--- src/rtl/alu_pkg.sv ---
// Shared ALU mode/opcode constants, issue entry type and the ALU funct3 mapping.
package alu_pkg;

  localparam logic [3:0] MODE_ADD  = 4'b0000;
  localparam logic [3:0] MODE_SUB  = 4'b0001;
  localparam logic [3:0] MODE_AND  = 4'b0010;
  localparam logic [3:0] MODE_OR   = 4'b0011;
  localparam logic [3:0] MODE_XOR  = 4'b0100;
  localparam logic [3:0] MODE_SLL  = 4'b0101;
  localparam logic [3:0] MODE_SRL  = 4'b0110;
  localparam logic [3:0] MODE_SRA  = 4'b0111;
  localparam logic [3:0] MODE_SLTU = 4'b1000;
  localparam logic [3:0] MODE_BGEU = 4'b1001;
  localparam logic [3:0] MODE_BNE  = 4'b1011;
  localparam logic [3:0] MODE_SLT  = 4'b1100;
  localparam logic [3:0] MODE_BGE  = 4'b1101;
  localparam logic [3:0] MODE_BEQ  = 4'b0001;

  localparam logic [6:0] OPC_OP     = 7'b0110011;
  localparam logic [6:0] OPC_OPIMM  = 7'b0010011;
  localparam logic [6:0] OPC_LOAD   = 7'b0000011;
  localparam logic [6:0] OPC_STORE  = 7'b0100011;
  localparam logic [6:0] OPC_BRANCH = 7'b1100011;
  localparam logic [6:0] OPC_JAL    = 7'b1101111;
  localparam logic [6:0] OPC_JALR   = 7'b1100111;
  localparam logic [6:0] OPC_LUI    = 7'b0110111;
  localparam logic [6:0] OPC_AUIPC  = 7'b0010111;

  typedef struct packed {
    logic [31:0] alu_a;
    logic [31:0] alu_b;
    logic [3:0]  alu_mode;
    logic [4:0]  rd;
    logic        wb_en;
    logic        is_branch;
    logic        is_jump;
    logic        illegal;
  } entry_t;

  // alt selects SUB (funct3 000) or SRA (funct3 101); ignored elsewhere
  function automatic logic [3:0] alu_fn(input logic [2:0] f3, input logic alt);
    case (f3)
      3'b000:  return alt ? MODE_SUB : MODE_ADD;
      3'b001:  return MODE_SLL;
      3'b010:  return MODE_SLT;
      3'b011:  return MODE_SLTU;
      3'b100:  return MODE_XOR;
      3'b101:  return alt ? MODE_SRA : MODE_SRL;
      3'b110:  return MODE_OR;
      default: return MODE_AND;
    endcase
  endfunction

endpackage

--- src/rtl/alu_mode_dec.sv ---
// Combinational RV32I decode into an issue entry: ALU mode, operands, rd and flags.
module alu_mode_dec
  import alu_pkg::*;
(
  input  logic [31:0] inst,
  input  logic [31:0] pc,
  input  logic [31:0] rs1_data,
  input  logic [31:0] rs2_data,
  output entry_t      ent
);

  logic [6:0]  opc, f7;
  logic [2:0]  f3;
  logic [31:0] imm_i, imm_s, imm_u, shamt_i, shamt_r;
  logic        bad, is_shift;

  assign opc      = inst[6:0];
  assign f3       = inst[14:12];
  assign f7       = inst[31:25];
  assign imm_i    = {{20{inst[31]}}, inst[31:20]};
  assign imm_s    = {{20{inst[31]}}, inst[31:25], inst[11:7]};
  assign imm_u    = {inst[31:12], 12'b0};
  assign shamt_i  = {27'b0, inst[24:20]};
  assign shamt_r  = {27'b0, rs2_data[4:0]};
  assign is_shift = (f3 == 3'b001) || (f3 == 3'b101);

  always_comb begin
    ent    = '0;
    bad    = 1'b0;
    ent.rd = inst[11:7];
    case (opc)
      OPC_OP: begin
        ent.alu_a    = rs1_data;
        ent.alu_b    = is_shift ? shamt_r : rs2_data;
        ent.alu_mode = alu_fn(f3, f7[5]);
        ent.wb_en    = 1'b1;
        bad = !((f7 == 7'h00) || (f7 == 7'h20 && (f3 == 3'b000 || f3 == 3'b101)));
      end
      OPC_OPIMM: begin
        // ADDI carries no funct7, so alt only applies to the right shift
        ent.alu_a    = rs1_data;
        ent.alu_b    = is_shift ? shamt_i : imm_i;
        ent.alu_mode = alu_fn(f3, f3 == 3'b101 && f7[5]);
        ent.wb_en    = 1'b1;
        bad = (f3 == 3'b001 && f7 != 7'h00) ||
              (f3 == 3'b101 && f7 != 7'h00 && f7 != 7'h20);
      end
      OPC_LOAD: begin
        ent.alu_a = rs1_data;
        ent.alu_b = imm_i;
        ent.wb_en = 1'b1;
        bad = (f3 == 3'b011) || (f3 == 3'b110) || (f3 == 3'b111);
      end
      OPC_STORE: begin
        ent.alu_a = rs1_data;
        ent.alu_b = imm_s;
        bad = (f3 > 3'b010);
      end
      OPC_BRANCH: begin
        ent.alu_a     = rs1_data;
        ent.alu_b     = rs2_data;
        ent.is_branch = 1'b1;
        case (f3)
          3'b000:  ent.alu_mode = MODE_BEQ;
          3'b001:  ent.alu_mode = MODE_BNE;
          3'b100:  ent.alu_mode = MODE_SLT;
          3'b101:  ent.alu_mode = MODE_BGE;
          3'b110:  ent.alu_mode = MODE_SLTU;
          3'b111:  ent.alu_mode = MODE_BGEU;
          default: bad = 1'b1;
        endcase
      end
      OPC_JAL, OPC_JALR: begin
        // ALU produces the link value; target is formed elsewhere
        ent.alu_a   = pc;
        ent.alu_b   = 32'd4;
        ent.wb_en   = 1'b1;
        ent.is_jump = 1'b1;
        bad = (opc == OPC_JALR) && (f3 != 3'b000);
      end
      OPC_LUI: begin
        ent.alu_b = imm_u;
        ent.wb_en = 1'b1;
      end
      OPC_AUIPC: begin
        ent.alu_a = pc;
        ent.alu_b = imm_u;
        ent.wb_en = 1'b1;
      end
      default: bad = 1'b1;
    endcase
    if (bad) begin
      ent         = '0;
      ent.illegal = 1'b1;
    end
    if (!ent.wb_en) ent.rd = '0;
  end

endmodule

--- src/rtl/alu_issue.sv ---
// ALU issue stage: decode plus one registered output stage.
// Define ALU_ISSUE_SKID_EN for a one-entry skid buffer with registered in_ready.
module alu_issue
  import alu_pkg::*;
(
  input  logic        clk,
  input  logic        rst,
  input  logic        in_valid,
  output logic        in_ready,
  input  logic [31:0] inst,
  input  logic [31:0] pc,
  input  logic [31:0] rs1_data,
  input  logic [31:0] rs2_data,
  input  logic        flush,
  output logic        out_valid,
  input  logic        out_ready,
  output logic [31:0] alu_a,
  output logic [31:0] alu_b,
  output logic [3:0]  alu_mode,
  output logic [4:0]  rd,
  output logic        wb_en,
  output logic        is_branch,
  output logic        is_jump,
  output logic        illegal
);

  entry_t dec, q;
  logic   vld_q, take;

  alu_mode_dec u_dec (
    .inst     (inst),
    .pc       (pc),
    .rs1_data (rs1_data),
    .rs2_data (rs2_data),
    .ent      (dec)
  );

  // flush drops whatever is offered in the same cycle
  assign take = in_valid && in_ready && !flush;

`ifdef ALU_ISSUE_SKID_EN
  entry_t skid_q;
  logic   skid_vld;

  // depends only on state and reset, never on out_ready
  assign in_ready = !rst && !skid_vld;

  always_ff @(posedge clk) begin
    if (rst) begin
      q        <= '0;
      vld_q    <= 1'b0;
      skid_q   <= '0;
      skid_vld <= 1'b0;
    end else if (flush) begin
      vld_q    <= 1'b0;
      skid_vld <= 1'b0;
    end else if (!vld_q || out_ready) begin
      if (skid_vld) begin
        q        <= skid_q;
        vld_q    <= 1'b1;
        skid_vld <= 1'b0;
      end else begin
        vld_q <= take;
        if (take) q <= dec;
      end
    end else if (take) begin
      skid_q   <= dec;
      skid_vld <= 1'b1;
    end
  end
`else
  assign in_ready = !rst && (!vld_q || out_ready);

  always_ff @(posedge clk) begin
    if (rst) begin
      q     <= '0;
      vld_q <= 1'b0;
    end else if (flush) begin
      vld_q <= 1'b0;
    end else if (!vld_q || out_ready) begin
      vld_q <= take;
      if (take) q <= dec;
    end
  end
`endif

  assign out_valid = vld_q;
  assign alu_a     = q.alu_a;
  assign alu_b     = q.alu_b;
  assign alu_mode  = q.alu_mode;
  assign rd        = q.rd;
  assign wb_en     = q.wb_en;
  assign is_branch = q.is_branch;
  assign is_jump   = q.is_jump;
  assign illegal   = q.illegal;

endmodule

--- config.mk ---
export PLATFORM = sky130hd
export DESIGN_NAME = alu_issue
export DESIGN_NICKNAME = d
export VERILOG_FILES = /design/src/rtl/alu_pkg.sv /design/src/rtl/alu_mode_dec.sv /design/src/rtl/alu_issue.sv
export SDC_FILE = /design/constraint.sdc
export NUM_CORES = 1
export LEC_CHECK = 0
export ABC_CLOCK_PERIOD_IN_PS = 3900
export CORE_MARGIN = 1.5
export CORE_UTILIZATION = 42
export DETAILED_ROUTE_END_ITERATION = 16
export PLACE_DENSITY = 0.9
export SYNTH_ARGS = -nofsm -noshare
export SYNTH_HDL_FRONTEND = slang
export SYNTH_SLANG_ARGS = --single-unit
export TNS_END_PERCENT = 100
--- constraint.sdc ---
create_clock -name clk -period 3.9 [get_ports clk]
set_clock_uncertainty 0.15 [all_clocks]
set_input_delay 0.78 -clock clk [delete_from_list [all_inputs] [get_ports clk]]
set_output_delay 0.78 -clock clk [all_outputs]
set_load 0.03 [all_outputs]
==> impl_metrics.py, run 1 <==
metrics = {
    "cells_and_area": {
        "fin_area_um2": 6170,
        "fill_cells": 661,
        "register_area_um2": 1560,
        "syn2layout_area_growth_pct": 62.1,
        "fin_util_pct": 70.4,
        "antenna_cells": 0,
        "finalNetCount": 745,
        "drive_gt1_share_pct": 17.7,
        "multi_input_area_um2": 2000,
    },
    "logic_synthesis": {
        "syn_nets": 546,
        "netlist_instances": 413,
        "yosysTopAreaCell": "dfxtp_1",
        "synthTopCellsByArea": "dfxtp_1, o21ai_2, a22oi_1",
        "post_synth_num_cell_types": 51,
        "synth_edf_count": 0,
        "ys_async_sr_fraction_pct": 0,
        "ys_seq_area_share_pct": 41.0,
        "yosysWarnings": 0,
        "syn-cell-area_um2": 3800,
        "syn_avg_cell_area_um2": 9.21,
        "ys_seq_elements": 78,
        "ys.flop_type": "dfxtp_1",
        "synth.top_cell.area_share_pct": 41.0,
    },
    "clock_network": {
        "clock_path_buffers": 2,
        "cts_resized": 0,
        "root_buffer": "clkbuf_8",
        "numClockSinks": 78,
        "hold_buffers": 0,
        "cts_made_buffers": 9,
        "tritoncts": "done",
        "h-tree-depth": 3,
        "postCtsSetupRepairBufs": 0,
        "clk_pin_slew_ns": 0.08,
        "clock_latency_ns": 0.34,
    },
    "power": {
        "p_sw_share_pct": 23.5,
        "p_int_uw": 1310,
        "power.share.sequential_pct": 46.5,
        "p_leak_uw": 0.00208,
        "peakVddDrop_v": 0.000165,
        "power.share.clock_pct": 39.5,
        "powerDensity_nw_per_um2": 278,
        "power_frac_comb_pct": 14.0,
        "power.net_switching_uw": 404,
    },
    "outcome": {
        "status": "finished, final reports clean",
    },
    "drt": {
        "totalWireLength_mm": 12.2,
        "drt_iter0_drc": 153,
        "vias": 4043,
        "ant_nets": 0,
        "drt_pre_antenna_iters": 5,
        "wl_per_cell_um": 16.8,
        "routed_via_density": 5.58,
        "route.detailed.drc": 0,
    },
    "floorplanning": {
        "die_h_um": 98.2,
        "core_um2": 8760,
        "rows": 34,
        "initial_core_util_pct": 43.4,
        "io_pins": 212,
        "die_x_um": 98.2,
        "die_area_um2": 9640,
    },
    "critical_path": {
        "path_class": "in2reg",
        "cp.arrival_ns": 3.24,
        "critPathMaxFanout": 21,
        "cp_data_required_time_ns": 3.98,
        "startpoint_type": "input pin",
        "end_kind": "flop",
    },
    "global_routing": {
        "grt_use_total_pct": 24.9,
        "first_global_vias": 3880,
        "grt_antenna_before_repair": 0,
        "grt_max_degree": 53,
        "gr-total-overflow": 0,
        "grt_first_pass_wirelength_mm": 19.2,
    },
    "sta": {
        "hold_viol": 0,
        "rsz0062_at_grt": "false",
        "slew_violations": 0,
        "min_period_ns": 3.16,
        "clock.fmax_mhz": 317,
        "tightest_slew_ns": 1.31,
        "max_slew_margin_pct": 12.5,
        "setup_viol": 0,
        "tns_ns": 0,
        "post-route-period-util_pct": 81.0,
    },
    "place": {
        "dpl_cell_area_um2": 5950,
        "routabilityCongestion": 0.879,
        "io_buffers": 211,
        "hpwl_mm": 9.37,
    },
    "min_path": {
        "holdCritPathClass": "reg2reg",
    },
    "job": {
        "max_cap_violations": 0,
    },
}
==> final timing paths <==
path / to / startpoint / slack, ns / cells after the start
worst max-delay path: alu_a[25]$_SDFFE_PP0P_ / inst[3] / 0.74 / 7
worst max register to register: alu_a[25]$_SDFFE_PP0P_ / out_valid$_SDFFE_PP0N_ / 1.68 / 7
worst min register to register: alu_a[17]$_SDFFE_PP0P_ / alu_a[17]$_SDFFE_PP0P_ / 0.31 / 2
worst min-delay path: alu_a[17]$_SDFFE_PP0P_ / alu_a[17]$_SDFFE_PP0P_ / 0.31 / 2
==> placed cells by master (no fill, tap or decap), types with 2 or more instances in the layout <==
cell type,n
a21oi_1,2
a221oi_1,20
a22o_1,6
a22oi_1,44
a2bb2oi_1,2
and2b_2,2
and3_1,2
buf_12,3
buf_4,9
bufinv_16,2
clkbuf_8,9
clkdlybuf4s50_1,211
dfxtp_1,78
inv_1,3
nand2_1,84
nand2b_1,3
nand3_1,4
nor2_1,9
nor2b_1,2
nor3_1,3
nor3_2,2
nor4_1,2
o21ai_0,11
o21ai_2,71
o31ai_1,2
==> cell families (layout without fill, tap and decap cells) <==
logic type | Yosys count | count (layout) | synth area share, %
compound gates | 171 | 171 | 36.7
simple gates | 125 | 125 | 15.1
flops | 78 | 78 | 41.0
buf+inv | 38 | 242 | 6.94
xor+xnor | 1 | 1 | 0.230
==> per-layer routing <==
layer | routed length (um) | up-vias | global-route usage [%]
li1 | - | 1942 | -
met1 | 4760 | 1874 | 28.7
met2 | 5920 | 200 | 43.7
met3 | 1190 | 27 | 7.02
met4 | 321 | 0 | 9.21
met5 | 0 | - | 0
==> synth_stat cells, types with 2 or more instances <==
cell type	instances
o31ai_1	2
buf_12	7
inv_1	3
a21oi_1	2
nand3_1	4
nand2b_1	3
nand2_1	84
and2b_2	2
a22o_1	6
dfxtp_1	78
nor4_1	2
nor2_1	11
a221oi_1	20
nor3_1	4
o21ai_0	11
a22oi_1	44
buf_2	2
o21ai_2	70
and3_1	2
clkbuf_1	23
a2bb2oi_1	2
nor2b_1	2
==> sequential cells by signal (all words and copies together), names as in the netlist, 4 cells and up <==
register,flops
alu_b,32
alu_a,32
rd,5
alu_mode,4
==> through the flow <==
stage	hold WS (ns)	power, uW	worst slack, ns	instances
after floorplan	0.435	887	1.38	413
after global placement	0.284	1050	0.584	709
after detailed placement	0.293	1050	0.451	709
after CTS	0.312	1730	0.783	725
after global routing	0.323	1770	0.610	725
final	0.308	1710	0.743	725
==> worst max-delay path, stage by stage <==
cell and delay, ns:
clkdlybuf4s50_1 0.49, and4bb_2 0.44, nand2_1 0.17, o31ai_1 0.53
a211o_4 0.43, buf_4 0.28, o21ai_0 0.10
==> power by group through the flow <==
stage | Combinational [uW] | Sequential [uW] | Clock [uW]
floorplan | 68.0 | 819 | 0
global placement | 234 | 816 | 0
detailed placement | 238 | 817 | 0
CTS | 239 | 798 | 689
global route | 256 | 798 | 720
finish | 240 | 798 | 676
==> final cells by class <==
type / count / area share (%)
Multi-Input combinational cell: 297 / 32.4
Clock inverter: 6 / 1.50
Sequential cell: 78 / 25.3
Tap cell: 108 / 2.19
Timing Repair Buffer: 223 / 36.3
Clock buffer: 10 / 2.07
Inverter: 3 / 0.183
Note: power is estimated with default switching activity, not from simulation.
==> run 2: changes to the inputs <==
ABC_CLOCK_PERIOD_IN_PS = 3200   (was 3900)
CORE_UTILIZATION = 39   (was 42)
PLACE_DENSITY = 0.85   (was 0.9)
clock period = 3.2 ns   (was 3.9 ns; I/O delays follow)
==> impl_metrics.py, run 2 (synthesis gave the netlist of run 1 again) <==
metrics = {
    "sta": {
        "setup_viol": 0,
        "min_period_ns": 2.92,
        "post-route-period-util_pct": 91.3,
        "max_slew_margin_pct": 13.6,
        "slew_violations": 0,
        "tightest_slew_ns": 1.30,
        "rsz0062_at_grt": "false",
        "hold_viol": 0,
        "clock.fmax_mhz": 342,
    },
    "critical_path": {
        "crit_buf_inv": 2,
        "crit_end": "alu_b[21]$_SDFFE_PP0P_",
        "cp_top_family": "simple AND/OR/NAND/NOR gates",
        "critPathMaxFanout": 16,
        "worstPathCellList": "clkdlybuf4s50_1 -> and2b_2 -> a21oi_1 -> nor3_2 -> buf_4 -> a221oi_1 -> o21ai_2",
        "ff2ff_path_depth": 7,
        "r2r_start": "out_valid$_SDFFE_PP0N_",
        "startpoint_type": "input pin",
        "r2r-end": "wb_en$_SDFFE_PP0P_",
        "startpoint": "inst[4]",
        "critPathSlowestCell": "nor3_2",
        "cp.arrival_ns": 3.06,
        "end_kind": "flop",
        "path_class": "in2reg",
        "cp_data_required_time_ns": 3.34,
        "critPathMaxStageDelay_ns": 0.85,
        "path_depth": 7,
        "reg2reg_slack_ns": 0.83,
    },
    "floorplanning": {
        "die_h_um": 102,
        "die_area_um2": 10400,
        "core_um2": 9330,
        "die_x_um": 102,
        "io_pins": 212,
        "initial_core_util_pct": 40.8,
        "rows": 35,
    },
    "global_routing": {
        "first_global_vias": 4004,
        "grt_max_degree": 52,
        "gr-usage-met1_pct": 27.7,
        "grt_use_total_pct": 24.2,
        "grt.busiest_layer": "met2",
        "grt_antenna_before_repair": 0,
        "grtUsageMet2_pct": 42.2,
        "gr-total-overflow": 0,
        "grt_first_pass_wirelength_mm": 19.5,
        "gr-usage-met3_pct": 7.66,
    },
    "place": {
        "routabilityCongestion": 0.853,
        "io_buffers": 211,
        "hpwl_mm": 9.68,
    },
    "power": {
        "powerDensity_nw_per_um2": 314,
        "p_leak_uw": 0.00210,
        "fin_total_pwr_uw": 1940,
        "peakVddDrop_v": 0.000212,
    },
    "clock_network": {
        "hold_buffers": 0,
        "postCtsSetupRepairBufs": 0,
        "cts_resized": 0,
        "tritoncts": "done",
        "numClockSinks": 78,
        "clock_path_buffers": 2,
        "clock_latency_ns": 0.34,
        "h-tree-depth": 3,
        "clk_pin_slew_ns": 0.08,
        "root_buffer": "clkbuf_8",
        "cts_made_buffers": 9,
    },
    "cells_and_area": {
        "syn2layout_area_growth_pct": 62.9,
        "finalNetCount": 755,
        "fin_util_pct": 66.4,
        "final_common_cell": "clkdlybuf4s50_1",
        "fill_cells": 772,
        "mostFrequentLayoutCells": "clkdlybuf4s50_1, nand2_1, dfxtp_1",
        "drive_gt1_share_pct": 19.0,
        "antenna_cells": 0,
    },
    "drt": {
        "totalWireLength_mm": 12.7,
        "route.detailed.drc": 0,
        "drt_pre_antenna_iters": 4,
        "vias": 4045,
        "drt_iter0_drc": 236,
        "wl_per_cell_um": 16.8,
        "routed_via_density": 5.35,
        "ant_nets": 0,
    },
    "min_path": {
        "holdCritPathClass": "reg2reg",
    },
    "job": {
        "max_cap_violations": 0,
    },
    "outcome": {
        "status": "finished, final reports clean",
    },
}
[run 2: cell types whose count changed in the layout (fill, tap and decap cells not counted)]
| cell | change |
|---|---|
| buf_12 | -2 |
| buf_4 | +12 |
| bufinv_16 | -2 |
| clkbuf_8 | +1 |
| clkinv_2 | +1 |
| clkinvlp_4 | +1 |
| inv_8 | -1 |
[run 2: layout make-up]
type | count | area [um^2] | area share (%)
Inverter | 3 | 11.3 | 0.182
Multi-Input combinational cell | 297 | 2000 | 32.2
Clock inverter | 5 | 33.8 | 0.545
Sequential cell | 78 | 1560 | 25.2
Tap cell | 129 | 161 | 2.60
Clock buffer | 11 | 141 | 2.28
Timing Repair Buffer | 233 | 2290 | 36.9
[run 2: where the power goes]
| group | leakage [uW] | internal [uW] | switching [uW] | total, uW |
|---|---|---|---|---|
| Clock | 0.0000857 | 303 | 369 | 673 |
| Combinational | 0.00138 | 184 | 115 | 299 |
| Sequential | 0.000628 | 971 | 0.809 | 972 |
[run 2: layer usage]
| layer | part of all wire, % | wire (um) | vias up |
|---|---|---|---|
| li1 | - | - | 1956 |
| met1 | 38 | 4860 | 1855 |
| met2 | 49 | 6170 | 204 |
| met3 | 10 | 1330 | 30 |
| met4 | 2.6 | 336 | 0 |
| met5 | 0 | 0 | - |
[run 2: worst min path at each step]
stage                             startpoint                  endpoint  cells past startpoint
floorplan           alu_mode[2]$_SDFFE_PP0P_  alu_mode[2]$_SDFFE_PP0P_                      2
global placement       alu_b[6]$_SDFFE_PP0P_     alu_b[6]$_SDFFE_PP0P_                      2
detailed placement    alu_b[20]$_SDFFE_PP0P_    alu_b[20]$_SDFFE_PP0P_                      2
CTS                   alu_b[18]$_SDFFE_PP0P_    alu_b[18]$_SDFFE_PP0P_                      2
global route          alu_b[12]$_SDFFE_PP0P_    alu_b[12]$_SDFFE_PP0P_                      2
finish                alu_b[20]$_SDFFE_PP0P_    alu_b[20]$_SDFFE_PP0P_                      2
[run 2: tightest hold or removal path: stages, from the launching register on]
cell and delay, ns:
dfxtp_1 0.33, nand2_1 0.06, o21ai_2 0.04
[run 2: stage by stage]
stage                     hold WS, ns  cell area, um^2  TNS, ns  cells  setup slack (ns)
final                           0.305             6200        0    756             0.277
after global routing            0.330             6200        0    756             0.174
after CTS                       0.309             6200        0    756             0.341
after detailed placement        0.291             6020   -0.198    740           -0.0380
after global placement          0.285             6020        0    740            0.0167
after floorplan                 0.435             3800        0    413             0.823
==> run 3: changes to the inputs <==
GPL_ROUTABILITY_DRIVEN = 0   (was unset)
==> impl_metrics.py, run 3 (synthesis gave the netlist of run 1 again) <==
metrics = {
    "outcome": {
        "status": "finished, final reports clean",
    },
    "cells_and_area": {
        "finalNetCount": 755,
        "syn2layout_area_growth_pct": 63.2,
        "antenna_cells": 0,
        "fill_cells": 781,
        "drive_gt1_share_pct": 19.0,
        "fin_util_pct": 66.6,
        "mostFrequentLayoutCells": "clkdlybuf4s50_1, nand2_1, dfxtp_1",
        "final_common_cell": "clkdlybuf4s50_1",
        "fin_cells": 756,
    },
    "drt": {
        "totalWireLength_mm": 12.5,
        "vias": 4040,
        "wl_per_cell_um": 16.6,
        "route.detailed.drc": 0,
        "routed_via_density": 5.34,
        "ant_nets": 0,
        "drt_pre_antenna_iters": 4,
        "drt_iter0_drc": 283,
    },
    "sta": {
        "layout_setup_ws_ns": 0.247,
        "slew_violations": 0,
        "rsz0062_at_grt": "false",
        "clock.fmax_mhz": 339,
        "min_period_ns": 2.95,
        "post-route-period-util_pct": 92.3,
        "tightest_slew_ns": 1.28,
        "setup_viol": 0,
        "hold_viol": 0,
        "whs_ns": 0.305,
        "max_slew_margin_pct": 14.6,
    },
    "power": {
        "p_leak_uw": 0.00210,
        "powerDensity_nw_per_um2": 313,
        "peakVddDrop_v": 0.000161,
    },
    "critical_path": {
        "end_kind": "flop",
        "path_class": "in2reg",
        "r2r-end": "alu_a[25]$_SDFFE_PP0P_",
        "crit_end": "alu_a[0]$_SDFFE_PP0P_",
        "reg2reg_slack_ns": 0.78,
        "startpoint": "inst[3]",
        "r2r_start": "out_valid$_SDFFE_PP0N_",
        "critPathSlowestCell": "nor2_2",
        "cp_data_required_time_ns": 3.32,
        "worstPathCellList": "clkdlybuf4s50_1 -> nand4bb_1 -> buf_4 -> nor2_2 -> a22oi_1 -> o21ai_2",
        "startpoint_type": "input pin",
        "ff2ff_path_depth": 7,
        "critPathMaxStageDelay_ns": 0.97,
        "critPathMaxFanout": 32,
        "cp.arrival_ns": 3.07,
    },
    "global_routing": {
        "first_global_vias": 3987,
        "gr-total-overflow": 0,
        "grt_first_pass_wirelength_mm": 19.3,
        "grt_use_total_pct": 24.0,
        "grt_max_degree": 50,
        "grt_antenna_before_repair": 0,
    },
    "clock_network": {
        "clock_path_buffers": 2,
        "root_buffer": "clkbuf_8",
        "postCtsSetupRepairBufs": 0,
        "clk_pin_slew_ns": 0.09,
        "numClockSinks": 78,
        "cts_resized": 0,
        "hold_buffers": 0,
        "h-tree-depth": 3,
        "tritoncts": "done",
        "cts_made_buffers": 9,
        "clock_latency_ns": 0.33,
    },
    "floorplanning": {
        "die_x_um": 102,
        "initial_core_util_pct": 40.8,
        "core_um2": 9330,
        "rows": 35,
        "io_pins": 212,
        "die_area_um2": 10400,
        "die_h_um": 102,
    },
    "place": {
        "io_buffers": 211,
        "dp.cells": 740,
        "hpwl_mm": 9.63,
        "post-place-ws_ns": -0.0781,
    },
    "min_path": {
        "holdCritPathClass": "reg2reg",
    },
    "job": {
        "max_cap_violations": 0,
    },
}
==> run 3: cell counts in the layout (fill, tap and decap cells not counted) <==
Identical to the previous run, type by type.
==> run 3: worst min path at each step <==
stage,slack (ns),from,depth (start not counted),end
after detailed placement,0.29,alu_a[26]$_SDFFE_PP0P_,2,alu_a[26]$_SDFFE_PP0P_
final,0.30,alu_a[15]$_SDFFE_PP0P_,2,alu_a[15]$_SDFFE_PP0P_
after floorplan,0.43,alu_mode[2]$_SDFFE_PP0P_,2,alu_mode[2]$_SDFFE_PP0P_
after CTS,0.31,alu_a[15]$_SDFFE_PP0P_,2,alu_a[15]$_SDFFE_PP0P_
after global routing,0.32,alu_a[8]$_SDFFE_PP0P_,2,alu_a[8]$_SDFFE_PP0P_
after global placement,0.29,alu_b[19]$_SDFFE_PP0P_,2,alu_b[19]$_SDFFE_PP0P_
==> run 3: final cells by class <==
class	instances	area, um^2	area share, %
Timing Repair Buffer	233	2300	37.1
Multi-Input combinational cell	297	2000	32.2
Sequential cell	78	1560	25.1
Tap cell	129	161	2.60
Clock buffer	11	141	2.28
Clock inverter	5	33.8	0.544
Inverter	3	11.3	0.181
==> run 3: critical path: cells and delay by family <==
kind	cells	cell delay (ns)
compound gates	2	0.46
buf+inv	2	0.69
simple gates	2	1.27
==> run 3: through the flow <==
step,TNS (ns),cell area (um^2),power (uW)
floorplan,0,3800,1080
global placement,0,6030,1290
detailed placement,-0.314,6030,1290
CTS,0,6210,1960
global route,0,6210,2030
finish,0,6210,1940
==> run 3: routing by layer <==
layer / vias to the layer above / wire, um / global-route usage (%)
li1: 1951 / - / -
met1: 1882 / 4940 / 26.7
met2: 188 / 6110 / 42.7
met3: 19 / 1220 / 7.38
met4: 0 / 259 / 8.97
met5: - / 0 / 0
==> run 3: power by group <==
part	internal (uW)	switching, uW
clock network	304	371
registers	971	0.862
logic	183	114
